**src/rtl/fwd_hazard_unit.sv**
```systemverilog
// Operand forwarding select and load-use stall generation for the EX stage.
// Resolves both sources against every write lane of the downstream stages and keeps saturating event counters.
module fwd_hazard_unit #(
  parameter int AW               = 5,
  parameter int ISSUE_W          = 2,
  parameter int NUM_STAGES       = 3,
  parameter int LOAD_READY_STAGE = 1,
  parameter int ZERO_REG         = 1,
  parameter int CNT_W            = 16,
  parameter int SEL_W            = 3
) (
  input  logic                             clk,
  input  logic                             rst_n,
  input  logic                             id_valid,
  input  logic                             flush,
  input  logic [AW-1:0]                    rs_1,
  input  logic [AW-1:0]                    rs_2,
  input  logic [NUM_STAGES*ISSUE_W*AW-1:0] stg_rd,
  input  logic [NUM_STAGES*ISSUE_W-1:0]    stg_rgw,
  input  logic [NUM_STAGES*ISSUE_W-1:0]    stg_ld,
  output logic [SEL_W-1:0]                 fa,
  output logic [SEL_W-1:0]                 fb,
  output logic                             stall,
  output logic [CNT_W-1:0]                 fwd_cnt,
  output logic [CNT_W-1:0]                 stall_cnt
);

  localparam int DW = $clog2(NUM_STAGES + 1);
  localparam logic [DW-1:0] LRS_D = DW'(LOAD_READY_STAGE);

  typedef enum logic {RUN, STALL} state_t;

  typedef struct packed {
    logic             hit;
    logic             ld;
    logic [DW-1:0]    stg;
    logic [SEL_W-1:0] sel;
  } match_t;

  // Scan from lowest to highest priority so the last hit written is the winner.
  function automatic match_t lookup(input logic [AW-1:0] rs);
    match_t m;
    m = '0;
    for (int s = NUM_STAGES - 1; s >= 0; s--) begin
      for (int l = 0; l < ISSUE_W; l++) begin
        if (stg_rgw[s*ISSUE_W + l] && (stg_rd[(s*ISSUE_W + l)*AW +: AW] == rs) &&
            !((ZERO_REG != 0) && (rs == '0))) begin
          m.hit = 1'b1;
          m.ld  = stg_ld[s*ISSUE_W + l];
          m.stg = DW'(s);
          m.sel = SEL_W'(1 + s*ISSUE_W + (ISSUE_W - 1 - l));
        end
      end
    end
    return m;
  endfunction

  function automatic logic [CNT_W-1:0] sat_inc(input logic [CNT_W-1:0] v, input logic en);
    return (en && (v != '1)) ? v + 1'b1 : v;
  endfunction

  state_t          state_q, state_d;
  logic [DW-1:0]   cnt_q, cnt_d;
  logic [CNT_W-1:0] fwd_cnt_q, fwd_cnt_d;
  logic [CNT_W-1:0] stall_cnt_q, stall_cnt_d;

  match_t          m_a, m_b;
  logic            haz_a, haz_b, hazard;
  logic [DW-1:0]   s_min, d;
  logic            stall_c;

  always_comb begin
    m_a   = lookup(rs_1);
    m_b   = lookup(rs_2);
    haz_a = m_a.hit && m_a.ld && (m_a.stg < LRS_D);
    haz_b = m_b.hit && m_b.ld && (m_b.stg < LRS_D);
    // The nearer load sets the wait length when both sources hazard.
    if (haz_a && haz_b) s_min = (m_a.stg < m_b.stg) ? m_a.stg : m_b.stg;
    else if (haz_a)     s_min = m_a.stg;
    else                s_min = m_b.stg;
    d      = LRS_D - s_min;
    hazard = id_valid && (state_q == RUN) && !flush && (haz_a || haz_b);
  end

  always_comb begin
    state_d = state_q;
    cnt_d   = cnt_q;
    stall_c = 1'b0;
    case (state_q)
      RUN: begin
        if (hazard) begin
          stall_c = 1'b1;
          if (d >= DW'(2)) begin
            state_d = STALL;
            cnt_d   = d - DW'(2);
          end
        end
      end
      STALL: begin
        stall_c = 1'b1;
        if (cnt_q == '0) state_d = RUN;
        else             cnt_d   = cnt_q - 1'b1;
      end
      default: state_d = RUN;
    endcase
    if (flush) begin
      stall_c = 1'b0;
      state_d = RUN;
      cnt_d   = '0;
    end
    // Reset must drop the stall without waiting for a clock edge.
    if (!rst_n) stall_c = 1'b0;
  end

  assign stall = stall_c;
  assign fa    = (stall_c || !rst_n) ? '0 : m_a.sel;
  assign fb    = (stall_c || !rst_n) ? '0 : m_b.sel;

  always_comb begin
    fwd_cnt_d   = sat_inc(fwd_cnt_q, id_valid && !stall_c && ((fa != '0) || (fb != '0)));
    stall_cnt_d = sat_inc(stall_cnt_q, stall_c);
  end

  always_ff @(posedge clk or negedge rst_n) begin
    if (!rst_n) begin
      state_q     <= RUN;
      cnt_q       <= '0;
      fwd_cnt_q   <= '0;
      stall_cnt_q <= '0;
    end else begin
      state_q     <= state_d;
      cnt_q       <= cnt_d;
      fwd_cnt_q   <= fwd_cnt_d;
      stall_cnt_q <= stall_cnt_d;
    end
  end

  assign fwd_cnt   = fwd_cnt_q;
  assign stall_cnt = stall_cnt_q;

endmodule

```
**config.mk**
```make
export PLATFORM = sky130hd
export DESIGN_NAME = fwd_hazard_unit
export DESIGN_NICKNAME = d
export VERILOG_FILES = /design/src/rtl/fwd_hazard_unit.sv
export SDC_FILE = /design/constraint.sdc
export NUM_CORES = 1
export LEC_CHECK = 0
export CAP_MARGIN = 20
export CORE_UTILIZATION = 40
export DETAILED_ROUTE_END_ITERATION = 10
export PLACE_DENSITY = 0.78
export RECOVER_POWER = 25
export SLEW_MARGIN = 0
export SYNTH_ARGS = -nofsm -noshare
export SYNTH_HDL_FRONTEND = slang
export SYNTH_SLANG_ARGS = --single-unit
```
**constraint.sdc**
```tcl
create_clock -name clk -period 6.8 [get_ports clk]
set_input_delay 0.68 -clock clk [delete_from_list [all_inputs] [get_ports clk]]
set_output_delay 0.68 -clock clk [all_outputs]
set_load 0.03 [all_outputs]
```
==> flow_summary.yaml <==
timing:
  timing.fmax_mhz: 213
  setup-violations-final: 0
  slew-limit-headroom: -0.299
  finalHoldViolCount: 0
  rsz0062_at_grt: "false"
  worstMarginPinSlew_ps: 1950
  skew_ps: 2.34
  setup_tns_ps: 0
  post-route-period-util: 0.691
  slew_violations: 39
  period_needed_ps: 4700
power_and_ir_drop:
  p_leak_nw: 1.49
  peakVddDrop_mv: 0.0769
  p_per_area_nw_per_um2: 153
  finalPower_mw: 0.576
cts:
  cts_tree: "built"
  cts_num_sinks: 35
  cts-hold-fix-buffers: 0
  cts_buffers: 5
  cts_root_buffer: "clkbuf_8"
  cts_setup_buffers: 0
  clkTransAtPathRegs_ps: 60
  cts_buffer_depth: 2
  clock_latency_ps: 280
  cts.htree.levels: 2
  cts_resized: 0
setup_path:
  rr_startpoint: "stall_cnt[2]$_DFFE_PN0P_"
  startpoint: "rst_n"
  critPathKind: "in -> out"
  crit_end: "fa[1]"
  path_max_fanout: 38
  end_kind: "output port"
  r2r-end: "stall_cnt[7]$_DFFE_PN0P_"
  required_ps: 6120
  worstSetupStartpointType: "input port"
  r2r_cells: 9
  arrival_ps: 4020
  r2r_setup_slack_ps: 4000
layout:
  num-fill-cells: 591
  diodes: 0
  drive_above_1_share: 0.0567
  area_delta_synth_final_pct: 36.2
  multi_input_area_um2: 1730
  nets: 448
  ff_latch_area_um2: 876
synthesis:
  ys_warn_count: 0
  async_reset_ff_frac: 1.00
  ys_seq_area_frac: 0.318
  synth.distinct_cells: 40
  syn-num-nets: 363
  synth_area_leaders: "dfrtp_1, xnor2_1, xor2_1, nand4_1, nor4_1"
  synth_area_per_cell_um2: 9.09
  ys_seq_elements: 35
  ys.flop_type: "dfrtp_1"
  syn_inst: 303
  synth_area_leader_cell: "dfrtp_1"
  synth_top_area_frac: 0.318
  synth_edf_count: 0
  syn_area_um2: 2750
worst_hold_path:
  hp-class: "reg -> reg"
placement:
  place_congestion: 0.929
  io_buffers: 90
  dp_hpwl_mm: 5.36
floorplanning:
  ios: 95
  die_w_um: 85.0
  die_area_um2: 7220
  initial_core_util: 0.424
  rows: 29
  fp.coreArea_um2: 6490
  fp.dieH_um: 85.0
drt:
  drt-wirelength-per-cell_um: 14.0
  drtIter0Drc: 143
  route.detailed.drc: 10
  vias: 2461
  wirelength_mm: 6.53
  final_antenna_net_count: 0
  viasPerCell: 5.29
  first_pass_iters: 10
global_routing:
  grt_pass1_vias: 2416
  grt_overflow: 0
  grt_usage: 0.185
  antenna_found_initial: 0
  grt_pass1_wl_mm: 11.0
  grt_max_degree: 39
run_status:
  status: "finished, violations left"
  violations: "DRC, capacitance limit, slew limit"
run:
  drv_cap: 1
critical path: stages:
cell and delay, ps:
dlygate4sd3_1 520, clkbuf_1 1400, o2111a_1 370, nor2_1 130, nor3_1 180, clkdlybuf4s50_1 730
layer usage:
layer,share of wire,global-route usage,up-vias
met5,0,0,-
met4,0.0078,0.0401,0
met3,0.069,0.0350,6
met2,0.49,0.328,104
met1,0.44,0.235,1127
li1,-,-,1224
area by class of cell:
| type | count | area share |
|---|---|---|
| clock inverters | 1 | 0.00133 |
| clock buffers | 6 | 0.0220 |
| well taps | 77 | 0.0257 |
| multi-input cells | 241 | 0.462 |
| flip-flops and latches | 35 | 0.234 |
| inverters | 14 | 0.0140 |
| repair buffers | 91 | 0.241 |
stage by stage:
| stage | setup WS [ps] | cells | utilization | hold slack, ps | instance area, um^2 |
|---|---|---|---|---|---|
| after floorplan | 3330 | 303 | - | 384 | 2750 |
| after global placement | 2130 | 458 | 0.564 | 480 | 3670 |
| after detailed placement | 2130 | 458 | 0.564 | 484 | 3670 |
| after CTS | 2110 | 465 | 0.578 | 494 | 3750 |
| after global routing | 1670 | 465 | 0.577 | 508 | 3750 |
| final | 2100 | 465 | 0.577 | 493 | 3750 |
cells in the final DEF, fill, tap and decap left out, types with 2 or more instances in the layout:
cell and n:
a21oi_1 6, a21oi_2 2, a311oi_1 2, a31oi_1 2
and3_1 4, and4_1 3, clkbuf_8 6, clkdlybuf4s50_1 89
dfrtp_1 35, ha_1 4, inv_1 14, mux2_2 2
nand2_1 16, nand2b_1 2, nand3_1 13, nand4_1 18
nor2_1 19, nor2b_1 4, nor3_1 9, nor3_2 3
nor4_1 13, nor4_2 3, o21ai_0 4, or3_1 9
or4_4 2, xnor2_1 65, xor2_1 25
cells in the mapped netlist (2+ instances only):
| cell | number |
|---|---|
| xnor2_1 | 65 |
| xor2_1 | 25 |
| o21ai_0 | 4 |
| mux2_2 | 2 |
| a31oi_1 | 2 |
| a21oi_2 | 2 |
| inv_1 | 14 |
| nand4_1 | 18 |
| nor2b_1 | 4 |
| nand2b_1 | 2 |
| nand2_1 | 16 |
| nand3_1 | 13 |
| and4_1 | 3 |
| buf_4 | 4 |
| nor3_1 | 9 |
| a21oi_1 | 6 |
| a311oi_1 | 2 |
| and3_1 | 4 |
| ha_1 | 4 |
| nor2_1 | 19 |
| nor4_2 | 3 |
| nor3_2 | 3 |
| buf_6 | 3 |
| buf_2 | 5 |
| or3_1 | 9 |
| dfrtp_1 | 35 |
| or4_4 | 2 |
| nor4_1 | 13 |
sequential cells by signal, summed over array words and instances, names as in the netlist:
register	cells
fwd_cnt	16
state_q	1
stall_cnt	16
cnt_q	2
cells by family after synthesis:
| logic type | share of synthesized area |
|---|---|
| adder cells (fa/ha/maj) | 0.0182 |
| XOR/XNOR | 0.286 |
| buffers and inverters | 0.0527 |
| flip-flops | 0.318 |
| AO/OA/AOI/OAI | 0.0518 |
| multiplexers | 0.00818 |
| AND/OR/NAND/NOR | 0.265 |
where the power goes:
group          total (mW)  internal (mW)  switching (mW)
combinational       0.187         0.0908          0.0966
sequential          0.238          0.222          0.0167
clock               0.150         0.0794          0.0702
worst min path at each step:
stage / end / depth (start not counted) / from
after CTS: stall_cnt[7]$_DFFE_PN0P_ / 1 / stall_cnt[7]$_DFFE_PN0P_
final: stall_cnt[15]$_DFFE_PN0P_ / 1 / stall_cnt[15]$_DFFE_PN0P_
after global routing: stall_cnt[15]$_DFFE_PN0P_ / 1 / stall_cnt[15]$_DFFE_PN0P_
after floorplan: cnt_q[0]$_DFFE_PN0P_ / 0 / rst_n
after detailed placement: stall_cnt[7]$_DFFE_PN0P_ / 1 / stall_cnt[7]$_DFFE_PN0P_
after global placement: stall_cnt[15]$_DFFE_PN0P_ / 1 / stall_cnt[15]$_DFFE_PN0P_
No activity file was read; power rests on OpenSTA's default activity.
